File: config.mk
export PLATFORM = sky130hd
export DESIGN_NAME = demux8_capture
export DESIGN_NICKNAME = d
export VERILOG_FILES = /design/src/rtl/demux8_capture.sv
export SDC_FILE = /design/constraint.sdc
export NUM_CORES = 1
export LEC_CHECK = 0
export CORE_MARGIN = 2
export CORE_UTILIZATION = 55
export DETAILED_ROUTE_END_ITERATION = 8
export GPL_TIMING_DRIVEN = 0
export MAX_ROUTING_LAYER = met4
export PLACE_DENSITY = 0.77
export SYNTH_ARGS = -nofsm -noshare
export SYNTH_HDL_FRONTEND = slang
export SYNTH_SLANG_ARGS = --single-unit
File: constraint.sdc
create_clock -name clk -period 3.5 [get_ports clk]
set_clock_uncertainty 0.1 [all_clocks]
set_input_delay 0.7 -clock clk [delete_from_list [all_inputs] [get_ports clk]]
set_output_delay 0.7 -clock clk [all_outputs]
set_load 0.005 [all_outputs]
File: src/rtl/demux8_capture.sv
`default_nettype none
// ============================================================================
// Module   : demux8_capture
// Brief    : Serial-to-parallel capture. One data bit per active-low strobe is
//            steered into bit position `sel` (manual mode) or an internal
//            auto-incrementing position (auto mode) of an 8-bit shadow word.
//            Once all 8 positions are written, the word is presented on a
//            valid/ready port. Partial words are discarded after TIMEOUT idle
//            cycles (TIMEOUT = 0 disables this).
// Options  : define DEMUX8_PARITY_EN to expect a 9th strobe carrying an
//            odd-parity bit over the word; q_perr then flags a bad parity.
// Revision : 1.0 - initial release
// ============================================================================
module demux8_capture #(
  parameter bit AUTO_DEFAULT = 1'b0,
  parameter int TIMEOUT      = 255,
  parameter int TW           = 8
) (
  input  logic       clk,
  input  logic       rst_n,
  input  logic       din,
  input  logic [2:0] sel,
  input  logic       stb_n,
  input  logic       auto,
  output logic [7:0] q,
  output logic       q_valid,
  input  logic       q_ready,
  output logic       ovr,
  output logic       tout,
  output logic       q_perr
);

`ifdef DEMUX8_PARITY_EN
  typedef enum logic [1:0] {
    S_IDLE = 2'd0,
    S_FILL = 2'd1,
    S_HOLD = 2'd2,
    S_PAR  = 2'd3
  } state_t;
`else
  typedef enum logic [1:0] {
    S_IDLE = 2'd0,
    S_FILL = 2'd1,
    S_HOLD = 2'd2
  } state_t;
`endif

  state_t        r_state;
  logic [7:0]    r_shadow;
  logic [7:0]    r_mask;
  logic [2:0]    r_ptr;
  logic          r_auto;
  logic [TW-1:0] r_idle;
  logic [7:0]    r_q;
  logic          r_q_valid;
  logic          r_ovr;
  logic          r_tout;

  logic          w_stb;
  logic          w_mode;
  logic [2:0]    w_pos;
  logic [7:0]    w_bit;
  logic [7:0]    w_shadow_nx;
  logic [7:0]    w_mask_nx;
  logic          w_full;
  logic [2:0]    w_ptr_inc;
  logic [TW-1:0] w_idle_inc;
  logic          w_tmo;

  // Write-position decode; in IDLE the mode input is used directly since it is
  // being latched in that same cycle, elsewhere the latched mode holds.
  always_comb begin
    w_stb       = ~stb_n;
    w_mode      = (r_state == S_IDLE) ? auto : r_auto;
    w_pos       = w_mode ? r_ptr : sel;
    w_bit       = 8'(1) << w_pos;
    w_shadow_nx = din ? (r_shadow | w_bit) : (r_shadow & ~w_bit);
    w_mask_nx   = r_mask | w_bit;
    w_full      = &w_mask_nx;
    w_ptr_inc   = r_ptr + 3'd1;
    w_idle_inc  = r_idle + TW'(1);
    w_tmo       = (TIMEOUT != 0) && (w_idle_inc == TW'(TIMEOUT));
  end

`ifdef DEMUX8_PARITY_EN
  logic r_q_perr;
`endif

  // Capture FSM with all outputs registered.
  always_ff @(posedge clk or negedge rst_n) begin
    if (!rst_n) begin
      r_state   <= S_IDLE;
      r_shadow  <= 8'h00;
      r_mask    <= 8'h00;
      r_ptr     <= 3'd0;
      r_auto    <= AUTO_DEFAULT;
      r_idle    <= '0;
      r_q       <= 8'h00;
      r_q_valid <= 1'b0;
      r_ovr     <= 1'b0;
      r_tout    <= 1'b0;
`ifdef DEMUX8_PARITY_EN
      r_q_perr  <= 1'b0;
`endif
    end else begin
      r_tout <= 1'b0;
      case (r_state)
        S_IDLE: begin
          r_auto <= auto;
          r_idle <= '0;
          if (w_stb) begin
            r_shadow <= w_shadow_nx;
            r_mask   <= w_mask_nx;
            if (w_mode) r_ptr <= w_ptr_inc;
            r_state  <= S_FILL;
          end
        end

        S_FILL: begin
          if (w_stb) begin
            r_idle   <= '0;
            r_shadow <= w_shadow_nx;
            if (w_full) begin
              r_mask <= 8'h00;
              r_ptr  <= 3'd0;
`ifdef DEMUX8_PARITY_EN
              r_state <= S_PAR;
`else
              r_q       <= w_shadow_nx;
              r_q_valid <= 1'b1;
              r_state   <= S_HOLD;
`endif
            end else begin
              r_mask <= w_mask_nx;
              if (r_auto) r_ptr <= w_ptr_inc;
            end
          end else if (w_tmo) begin
            r_idle  <= '0;
            r_mask  <= 8'h00;
            r_ptr   <= 3'd0;
            r_tout  <= 1'b1;
            r_state <= S_IDLE;
          end else begin
            r_idle <= w_idle_inc;
          end
        end

`ifdef DEMUX8_PARITY_EN
        // Parity strobe: sel is ignored, the bit only qualifies the word.
        S_PAR: begin
          if (w_stb) begin
            r_idle    <= '0;
            r_q       <= r_shadow;
            r_q_perr  <= ~(^r_shadow ^ din);
            r_q_valid <= 1'b1;
            r_state   <= S_HOLD;
          end else if (w_tmo) begin
            r_idle  <= '0;
            r_tout  <= 1'b1;
            r_state <= S_IDLE;
          end else begin
            r_idle <= w_idle_inc;
          end
        end
`endif

        S_HOLD: begin
          r_idle <= '0;
          if (q_ready) begin
            r_q_valid <= 1'b0;
            if (w_stb) begin
              // Strobe coinciding with the handshake opens the next word.
              r_shadow <= w_shadow_nx;
              r_mask   <= w_mask_nx;
              if (r_auto) r_ptr <= w_ptr_inc;
              r_state  <= S_FILL;
            end else begin
              r_state <= S_IDLE;
            end
          end else if (w_stb) begin
            r_ovr <= 1'b1;
          end
        end

        default: r_state <= S_IDLE;
      endcase
    end
  end

  assign q       = r_q;
  assign q_valid = r_q_valid;
  assign ovr     = r_ovr;
  assign tout    = r_tout;
`ifdef DEMUX8_PARITY_EN
  assign q_perr  = r_q_perr;
`else
  assign q_perr  = 1'b0;
`endif

endmodule
`default_nettype wire

## Yosys cells after proc, flatten, opt, wreduce, memory -nomap -nowiden

Cells that the tools add are included.

- Flip-flop bits (word level): 41
- Output and inout port bits: 12
- Word-level logic and storage cells: 83

- Add/subtract/negate cells: 2
- Eq/ne operators: 11
- Shift-type cells: 1
- Muxes and demuxes: 38
- Bitwise operators: 6
- Reduce and logical (&&, ||, !) cells: 15

Operators by type and width:

| operator | count |
|---|---|
| $mux W8 | 10 |
| $pmux W8 S2 | 2 |
| $mux W3 | 9 |
| $pmux W8 S3 | 1 |
| $or A8 B8 Y8 | 2 |
| $ne A2 B2 Y1 const B | 6 |
| $mux W2 | 5 |
| $reduce_and A10 Y1 | 1 |
| $pmux W3 S3 | 1 |
| $add A8 B1 Y8 const B | 1 |
| $and A8 B8 Y8 | 1 |
| $eq A8 B8 Y1 const B | 1 |
| $mux W1 | 8 |
| $not A8 Y8 | 1 |
| $reduce_and A4 Y1 | 2 |
| $reduce_and A8 Y1 | 1 |
| $shl A1 B3 Y8 const A | 1 |
| $ne A3 B3 Y1 const B | 2 |
| $pmux W2 S3 | 1 |
| $reduce_and A3 Y1 | 2 |
| $reduce_and A6 Y1 | 1 |
| $reduce_bool A2 Y1 | 3 |
| $reduce_or A2 Y1 | 2 |
| $add A3 B1 Y3 const B | 1 |
| other kinds (7) | 8 |

## Depth between registers and ports, before layout

Gate-level depths: netlist (run 1).

- Depth after elaboration: 10
- Gate-level depth with buffers: 12

## Least setup slack after synthesis (run 1)

Ideal clock, no wire load.

- Path kind: register to register
- From: register r_state[0]
- To: register r_state[0]
- Arrival: 2.675 ns
- Required time: 3.275 ns
- Slack: 0.601 ns
- Stages on the path, launching flop included: 11
- Clock period less this slack: 2.899 ns
- Cells stage by stage: dfrtp_1 -> inv_1 -> ha_1 -> mux2_2 -> buf_4 -> mux2i_2 -> a21oi_1 -> nor4_2 -> a21oi_1 -> a211oi_2 -> mux2_2

- Word-level cells in the longest chain between the ends: 8
- Elaborated cells on any way between the ends: 14
- Those cells by class: eq/ne (6); shift (1); mux (3); bitwise (1); reduce/logical (3)

Ends and longest elaborated chain:

| item | RTL line | text |
|---|---|---|
| start, declared | 48 | `state_t r_state;` |
| start signal, assigned | 92 | `r_state <= S_IDLE;` |
| start signal, assigned | 115 | `r_state <= S_FILL;` |
| start signal, assigned | 131 | `r_state <= S_HOLD;` |
| $logic_not A2 Y1 | 74 | `w_mode = (r_state == S_IDLE) ? auto : r_auto;` |
| $mux W1 | -- |  |
| named net w_mode | 60 | `logic w_mode;` |
| $mux W3 | 75 | `w_pos = w_mode ? r_ptr : sel;` |
| $shl A1 B3 Y8 | 76 | `w_bit = 8'(1) << w_pos;` |
| $or A8 B8 Y8 | 78 | `w_mask_nx = r_mask \| w_bit;` |
| $reduce_and A8 Y1 | 79 | `w_full = &w_mask_nx;` |
| $ne A3 B3 Y1 (no line) | -- |  |
| $reduce_and A4 Y1 (no line) | -- |  |

The timed path passes the listed nets, and every way through them passes these cells.
A chain may end at the register's enable or synchronous reset.

## Worst setup path after layout (run 1)

- From: register r_state[0]
- To: register r_state[1]

Same word-level chain as after synthesis.

==> impl_metrics.toml, run 1 <==
[timing]
clock.fmax_mhz = 304.3
timing.final.ws_setup_ns = 0.2136
finalCritPeriodShare_pct = 93.90
period_minus_slack_ns = 3.286
relSlewSlack_pct = 22.82
fin_setup_tns_ns = 0
maxSlewViolCount = 0
finalHoldViolations = 0
setup_violations = 0
worstMarginPinSlew_ns = 1.149
rsz0062_at_grt = "false"

[pwr]
leakagePower_nw = 1.154
swShare_pct = 37.05
p_clk_share_pct = 20.0
pwr-share-seq_pct = 37.1
irDropWorstVdd_mv = 0.4545
p_switching_mw = 0.7299
p_int_mw = 1.240
combPwrFrac_pct = 42.8
power_density_nw_per_um2 = 711.3

[worst_setup_path]
path_class = "reg2reg"
endpoint_kind = "register"
required_ns = 3.59
r2r_slack_ns = 0.21
crit_fanout = 9
startpoint_type = "register"
arrival_ns = 3.37

[clocking]
clock_sinks = 41
clk_pin_slew_worst_paths_ns = 0.08
cts_buffers = 5
cts.htree.levels = 2
tritoncts = "done"
root_buffer = "clkbuf_8"
cts.path.max_buffers = 2
insertion_delay_ns = 0.30
cts_hold_buf = 0
cts_setup_buffers = 0

[grt]
grt_use_total_pct = 22.20
gr-total-overflow = 0
grt_pass1_wl_um = 8466
grt_pass1_vias = 1800
antenna_found_initial = 0
grt_max_degree = 32

[yosys]
synth_area_per_cell_um2 = 9.769
synth_nets = 260
ys_ff_latch = 41
syn-instance-count = 244
synthTopCellsByCount = "41 x dfrtp_1, 26 x nor2_1, 23 x a21oi_1"
yosysTopAreaCellShare_pct = 43.04
synth_edf_count = 0
synth-main-ff-cell = "dfrtp_1"
yosys_warnings = 0
yosysMostFrequentCell = "dfrtp_1"
yosysSeqAreaShare_pct = 43.04
yosysTopAreaCell = "dfrtp_1"
syn_area_um2 = 2384
async_reset_ff_share_pct = 100.0
yosysUniqueCellTypes = 45
synth_area_leaders = "dfrtp_1 43%, mux2_2 7.1%, a21oi_1 4.8%"

[floorplanning]
die_w_um = 69.83
rows = 23
fp.dieH_um = 69.83
coreArea_um2 = 4086
start_util_pct = 58.33
die_area_um2 = 4876
ios = 21

[detailed_routing]
avgRoutedWirePerCell_um = 15.16
viasPerCell = 5.822
vias = 1869
firstDrtPassIters = 4
dr.first_iter.drc_count = 153
drcViolationCount = 0
wl_um = 4867
ant_nets = 0

[placed_design]
dp_hpwl_um = 3422
port_buffers = 18
dp_slack_ns = 0.04336
gp_congestion = 0.8426

[layout]
postLayoutCoreUtil_pct = 67.79
nets = 286
antenna_cells = 0
fill_cells = 334
area_growth_pct = 16.22
drive_gt1_share_pct = 14.39
regArea_um2 = 1026
multiInputGateArea_um2 = 1280

[min_path]
min_path_type = "in2async"

[run]
drv_cap = 0

[outcome]
outcome = "complete, no violations"
-- placed cells by master, fill, tap and decap left out, types with 2 or more instances in the layout --
master and count:
o2bb2ai_1 2, or3_1 3, mux2_2 15, mux2i_1 10, nor2_1 26, buf_4 4, o21bai_1 2, dfrtp_1 41
and3_1 2, nor3_1 4, o31ai_1 4, nand3b_1 6, o21ai_0 11, clkbuf_1 8, and2_1 2, ha_1 7
nor3b_1 9, nor2b_1 3, clkbuf_8 6, inv_1 8, nand2b_1 2, nand3_1 6, nand2_1 20, a21oi_1 23
clkdlybuf4s50_1 17, o22ai_1 4, a21o_1 2
-- layer usage --
layer  global-route usage, %  vias up  share of wire [%]  routed length [µm]
met5                       -        -                  0                   0
met4                   9.402        0                2.0                  97
met3                   5.233       12                3.3                 160
met2                   34.71       30                 49                2365
met1                   27.70      913                 46                2243
li1                        -      914                  -                   -
-- timing repair --
item | 4_1_cts | 5_1_grt
endpoints found under the setup margin | 0 | 2
resized for setup | 0 | 2
endpoints found under the hold margin | 0 | 0
-- stage by stage --
step / instance area [µm²] / power (mW) / cells / hold WS [ns]
after CTS: 2758 / 1.970 / 321 / 0.1638
after global placement: 2626 / 1.538 / 312 / 0.3648
after global routing: 2770 / 2.119 / 321 / 0.1726
after detailed placement: 2641 / 1.565 / 313 / 0.3680
final: 2770 / 1.970 / 321 / 0.1647
after floorplan: 2384 / 1.350 / 244 / 0.3044
-- cell type report --
type	count	area share (%)
Multi-Input combinational cell	183	46.21
Clock inverter	1	1.084
Sequential cell	41	37.04
Buffer	12	2.168
Tap cell	50	2.258
Timing Repair Buffer	19	7.046
Clock buffer	7	3.117
Inverter	8	1.084
-- critical path: stages, from the launching register on --
cell and delay [ns]:
dfrtp_1 0.48, inv_1 0.12, ha_1 0.29, mux2_2 0.36, buf_4 0.19, mux2_2 0.29
a21oi_1 0.09, nor4_2 0.37, a21oi_1 0.21, a211oi_2 0.30, mux2_2 0.36
-- kinds of logic (layout without fill, tap and decap cells) --
| group | after synthesis | in the layout | share of synthesized area [%] |
|---|---|---|---|
| mux | 27 | 27 | 12.28 |
| compound gates | 56 | 56 | 16.01 |
| fa+ha+maj | 7 | 7 | 3.674 |
| flops | 41 | 41 | 43.04 |
| buf+inv | 20 | 47 | 3.780 |
| simple gates | 90 | 90 | 20.31 |
| other cells | 1 | 1 | 0.1573 |
| xor+xnor | 2 | 2 | 0.7350 |
-- registers in the layout, indices dropped and copies added (netlist names) --
name / count
ovr: 1
q: 8
q_valid: 1
r_auto: 1
r_idle: 8
r_mask: 8
r_ptr: 3
r_shadow: 8
r_state: 2
tout: 1
-- power groups by stage --
| stage | registers (mW) | logic, mW | clock network, mW |
|---|---|---|---|
| floorplan | 0.711 | 0.639 | 0 |
| global placement | 0.730 | 0.808 | 0 |
| detailed placement | 0.736 | 0.829 | 0 |
| CTS | 0.730 | 0.834 | 0.405 |
| global route | 0.748 | 0.947 | 0.424 |
| finish | 0.732 | 0.844 | 0.395 |
-- worst paths after layout --
check / startpoint / end / cells past startpoint
max: r_state[0] / r_state[1] / 10
min: rst_n / r_idle[5] / 1
max reg2reg: r_state[0] / r_state[1] / 10
min reg2reg: ovr / ovr / 1
max in group asynchronous: rst_n / r_mask[7] / 2
min in group clk: ovr / ovr / 1
Note: power is estimated with default switching activity, not from simulation.
==> run 2: changes to the inputs <==
--- a/config.mk
+++ b/config.mk
@@ -5,12 +5,13 @@
 export SDC_FILE = /design/constraint.sdc
 export NUM_CORES = 1
 export LEC_CHECK = 0
+export ABC_AREA = 1
 export CORE_MARGIN = 2
 export CORE_UTILIZATION = 55
 export DETAILED_ROUTE_END_ITERATION = 8
 export GPL_TIMING_DRIVEN = 0
 export MAX_ROUTING_LAYER = met4
-export PLACE_DENSITY = 0.77
+export PLACE_DENSITY = 0.76
 export SYNTH_ARGS = -nofsm -noshare
 export SYNTH_HDL_FRONTEND = slang
 export SYNTH_SLANG_ARGS = --single-unit
==> impl_metrics.toml, run 2 <==
[outcome]
outcome = "complete, no violations"

[placed_design]
dp_cells = 376
place_area_um2 = 2730
dp_slack_ns = 0.6974
gp_congestion = 0.9171
dp_hpwl_um = 3694
port_buffers = 19

[layout]
drive_gt1_share_pct = 16.57
multiInputGateArea_um2 = 1239
antenna_cells = 0
regArea_um2 = 1026
stdcell_count = 384
nets = 347
postLayoutCoreUtil_pct = 65.83
final_area_um2 = 2846
final_common_cell = "nand2_1"
final_cell_mix = "67 x nand2_1, 41 x inv_1, 41 x dfrtp_1"
area_growth_pct = 16.07
fill_cells = 376

[run]
drv_cap = 0

[yosys]
yosysUniqueCellTypes = 33
synth_edf_count = 0
synthTopCellsByCount = "67 x nand2_1, 41 x dfrtp_1, 41 x inv_1"
yosysTopAreaCell = "dfrtp_1"
ys_ff_latch = 41
syn-instance-count = 304
synth_area_per_cell_um2 = 8.067
yosysMostFrequentCell = "nand2_1"
synth-main-ff-cell = "dfrtp_1"
syn_area_um2 = 2452
async_reset_ff_share_pct = 100.0
yosysTopAreaCellShare_pct = 41.84
yosys_warnings = 0
yosysSeqAreaShare_pct = 41.84
synth_area_leaders = "dfrtp_1 42%, nand2_1 10%, inv_1 6.3%"
synth_nets = 320

[timing]
rsz0062_at_grt = "false"
setup_violations = 0
period_minus_slack_ns = 2.490
clock.fmax_mhz = 401.6
timing.final.ws_setup_ns = 1.010
whs_ns = 0.2608
finalHoldViolations = 0
maxSlewViolCount = 0
fin_setup_tns_ns = 0
finalCritPeriodShare_pct = 71.14

[worst_setup_path]
critical-path-slowest-cell = "clkdlybuf4s50_1"
worst-path-buf-inv = 3
arrival_ns = 2.58
path_class = "in2reg"
path_common_cell = "nand3_1"
crit_fanout = 8
endpoint_kind = "register"
critPathTopFamily = "buffers and inverters"
startpoint_type = "input port"
crit_path_cell_trace = "clkdlybuf4s50_1 -> inv_1 -> nand3_1 -> a21boi_1 -> nand2_1 -> nor2_1 -> nand3_1 -> nand3_1 -> inv_1"
required_ns = 3.59
max_stage_delay_ns = 0.50

[grt]
grt_pass1_wl_um = 8638
antenna_found_initial = 0
grt_max_degree = 24
grt_use_total_pct = 22.24
grt_pass1_vias = 2018
gr-total-overflow = 0

[pwr]
power_density_nw_per_um2 = 736.0
irDropWorstVdd_mv = 0.4392
total_power_mw = 2.095
leakagePower_nw = 1.383

[floorplanning]
coreArea_um2 = 4324
die_w_um = 70.78
start_util_pct = 56.71
ios = 21
rows = 24
fp.dieH_um = 70.78
die_area_um2 = 5009

[min_path]
min_path_type = "in2async"

[clocking]
tritoncts = "done"
cts_buffers = 5
clock_sinks = 41
insertion_delay_ns = 0.29
cts_resized = 0
cts.htree.levels = 2
cts_setup_buffers = 0
clk_pin_slew_worst_paths_ns = 0.08
root_buffer = "clkbuf_8"
cts.path.max_buffers = 2
cts_hold_buf = 0

[detailed_routing]
vias = 2011
dr.first_iter.drc_count = 130
avgRoutedWirePerCell_um = 12.58
met2_length_um = 2308
firstDrtPassIters = 4
drcViolationCount = 0
top_layer_used = "met4"
viasPerCell = 5.237
wl_met1_um = 2283
wl_met3_um = 186
wl_um = 4832
ant_nets = 0
## run 2: routing by layer
layer	vias up	GRT usage, %
met3	6	4.558
met4	0	8.595
met2	44	35.20
met5	-	-
li1	1032	-
met1	929	28.20
## run 2: cell type report
| class | count | share of cell area [%] |
|---|---|---|
| Buffer | 3 | 0.7912 |
| Clock buffer | 7 | 3.033 |
| Clock inverter | 1 | 1.055 |
| Inverter | 44 | 5.802 |
| Multi-Input combinational cell | 216 | 43.52 |
| Sequential cell | 41 | 36.04 |
| Tap cell | 52 | 2.286 |
| Timing Repair Buffer | 20 | 7.473 |
## run 2: logic make-up (layout without fill, tap and decap cells)
logic type,Yosys count,after routing,share of synthesized area [%]
AO/OA/AOI/OAI,54,54,13.27
flip-flops,41,41,41.84
XOR/XNOR,4,4,1.429
adder cells (fa/ha/maj),7,7,3.571
buffers and inverters,47,75,7.653
other,1,1,0.1529
AND/OR/NAND/NOR,150,150,32.09
## run 2: path summary, 6_finish.rpt
| kind | start | to | slack [ns] | cells past startpoint |
|---|---|---|---|---|
| max in group asynchronous | rst_n | q[6] | 2.56 | 2 |
| setup / recovery | stb_n | r_ptr[0] | 1.01 | 9 |
| setup reg to reg | r_state[0] | q[1] | 1.08 | 15 |
| hold / removal | rst_n | r_mask[4] | 0.26 | 1 |
| hold reg to reg | ovr | ovr | 0.38 | 1 |
| min in group clk | ovr | ovr | 0.38 | 1 |
## run 2: worst reg2reg max path: stages, from the launching register on
cell     delay, ns
dfrtp_1       0.45
inv_1         0.09
ha_1          0.27
inv_2         0.12
nand2_4       0.08
nand2_4       0.10
nand2_2       0.06
nand2_2       0.10
nand3_1       0.18
nand2_1       0.10
nand2_1       0.09
nor2_4        0.12
nand3_4       0.13
buf_6         0.20
nand2_2       0.07
o21ai_2       0.04
## run 2: power breakdown
| part | switching [mW] | internal (mW) | leakage (nW) |
|---|---|---|---|
| registers | 0.0938 | 0.614 | 0.534 |
| clock network | 0.162 | 0.233 | 0.0585 |
| logic | 0.641 | 0.352 | 0.790 |
==> run 3: changes to the inputs <==
--- a/config.mk
+++ b/config.mk
@@ -7,7 +7,7 @@
 export LEC_CHECK = 0
 export ABC_AREA = 1
 export CORE_MARGIN = 2
-export CORE_UTILIZATION = 55
+export CORE_UTILIZATION = 52
 export DETAILED_ROUTE_END_ITERATION = 8
 export GPL_TIMING_DRIVEN = 0
 export MAX_ROUTING_LAYER = met4
==> constraint.sdc (replaced) <==
create_clock -name clk -period 2.1 [get_ports clk]
set_clock_uncertainty 0.1 [all_clocks]
set_input_delay 0.42 -clock clk [delete_from_list [all_inputs] [get_ports clk]]
set_output_delay 0.42 -clock clk [all_outputs]
set_load 0.005 [all_outputs]
==> impl_metrics.toml, run 3 (synthesized netlist as in run 2, its figures left out) <==
[clocking]
root_buffer = "clkbuf_8"
cts.htree.levels = 2
clock_sinks = 41
insertion_delay_ns = 0.30
cts_buffers = 5
cts.path.max_buffers = 2
clk_pin_slew_worst_paths_ns = 0.08
tritoncts = "done"

[layout]
final_area_um2 = 3333
final_cell_mix = "46 x nand2_1, 40 x dfrtp_1, 36 x inv_1"
stdcell_count = 406
nets = 369
final_common_cell = "nand2_1"
area_growth_pct = 35.92
drive_gt1_share_pct = 35.88
postLayoutCoreUtil_pct = 75.00
antenna_cells = 0

[timing]
setup_violations = 22
rsz0062_at_grt = "true"
timing.final.ws_setup_ns = -0.1251
finalCritPeriodShare_pct = 106.0
clock.fmax_mhz = 449.4
finalHoldViolations = 0
period_minus_slack_ns = 2.225
maxSlewViolCount = 0

[worst_setup_path]
path_class = "reg2reg"
endpoint_kind = "register"
reg2reg_from = "r_state[1]"
required_ns = 2.20
path_common_cell = "nand2_2"
max_stage_delay_ns = 0.42
crit_path_cell_trace = "inv_2 -> ha_4 -> inv_6 -> nand2_8 -> nand3b_1 -> nand2_4 -> nand3_4 -> nand2_2 -> nand2_2 -> nor2_4 -> nand2_2 -> nand2_2 -> nand3_4 -> nand2_2 -> inv_1"
cp-startpoint = "r_state[1]"
crit_fanout = 8
startpoint_type = "register"
critical-path-slowest-cell = "dfrtp_1"
arrival_ns = 2.32

[outcome]
violations = "negative setup slack"
outcome = "finished, violations left"

[floorplanning]
die_w_um = 72.68
coreArea_um2 = 4444
start_util_pct = 55.18
die_area_um2 = 5282
fp.dieH_um = 72.68
rows = 24
ios = 21

[pwr]
combPwrFrac_pct = 57.1
total_power_mw = 4.330
leakagePower_nw = 1.543
irDropWorstVdd_mv = 1.130
p_clk_share_pct = 15.4
swShare_pct = 45.40
power_density_nw_per_um2 = 1299
p_switching_mw = 1.966
pwr-share-seq_pct = 27.5
p_int_mw = 2.365

[run]
drv_cap = 0

[placed_design]
dp_cells = 376
place_area_um2 = 2730
gp_congestion = 0.9372
dp_hpwl_um = 3718
port_buffers = 19

[detailed_routing]
wl_um = 5941
viasPerCell = 5.416
drcViolationCount = 0
ant_nets = 0
vias = 2199
avgRoutedWirePerCell_um = 14.63
firstDrtPassIters = 4
dr.first_iter.drc_count = 120

[min_path]
min_path_type = "reg2reg"
holdCritStartpoint = "ovr"

[grt]
antenna_found_initial = 0
grt_pass1_vias = 2250
grt_max_degree = 25
grt_pass1_wl_um = 10380
grt_use_total_pct = 26.03
gr-total-overflow = 0
[run 3: cell count changes in the layout (fill, tap and decap cells not counted), sizes merged]
cell / delta
dlygate4sd3: +1
buf: +21
[run 3: final timing paths]
kind	slack (ns)	end	depth (start not counted)
setup / recovery	-0.13	r_mask[0]	15
hold / removal	0.38	ovr	1
max in group asynchronous	0.91	r_state[0]	3
min in group asynchronous	0.51	r_mask[3]	2
hold reg to reg	0.38	ovr	1
setup reg to reg	-0.13	r_mask[0]	15
[run 3: area by class of cell]
class,count,area (µm²)
Buffer,3,27.53
Clock buffer,7,86.33
Clock inverter,1,30.03
Fill cell,302,1111
Inverter,44,171.4
Multi-Input combinational cell,216,1521
Sequential cell,41,1027
Tap cell,52,65.06
Timing Repair Buffer,42,404.1
[run 3: layer usage]
metal / GRT usage (%) / wire length [µm] / share of wire [%] / vias up
met1: 31.30 / 2437 / 41 / 1057
li1: - / - / - / 1083
met2: 44.85 / 3167 / 53 / 52
met5: - / 0 / 0 / -
met3: 4.006 / 267 / 4.5 / 7
met4: 8.230 / 69 / 1.2 / 0
[run 3: power by group through the flow]
stage          Clock [mW]  Sequential, mW  Combinational [mW]
2_1_floorplan           0            1.16                1.28
3_3_place_gp            0            1.19                1.61
3_5_place_dp            0            1.20                1.66
4_1_cts             0.671            1.18                2.32
5_1_grt             0.711            1.22                2.72
6_report            0.665            1.19                2.47
[run 3: timing repair]
item,in CTS,in global routing
cloned,1,0
hold endpoints to repair,17,0
setup buffers,19,1
hold buffers,1,0
endpoints found under the setup margin,30,34
pin swaps,26,7
resized for setup,60,19
[run 3: worst max-delay path, delay by kind of cell (launching register included)]
| kind | cells | cell delay (ns) |
|---|---|---|
| simple gates | 11 | 1.19 |
| flops | 1 | 0.42 |
| buf+inv | 3 | 0.20 |
| fa+ha+maj | 1 | 0.19 |
[run 3: metrics by stage]
step	setup TNS (ns)	worst slack (ns)	hold slack [ns]
final	-2.124	-0.1251	0.3817
after global routing	-4.740	-0.2356	0.4201
after detailed placement	-9.041	-0.4165	0.3043
after global placement	-31.54	-0.5813	0.3586
after CTS	-0.3388	-0.04731	0.3863
after floorplan	0	0.02271	0.02441
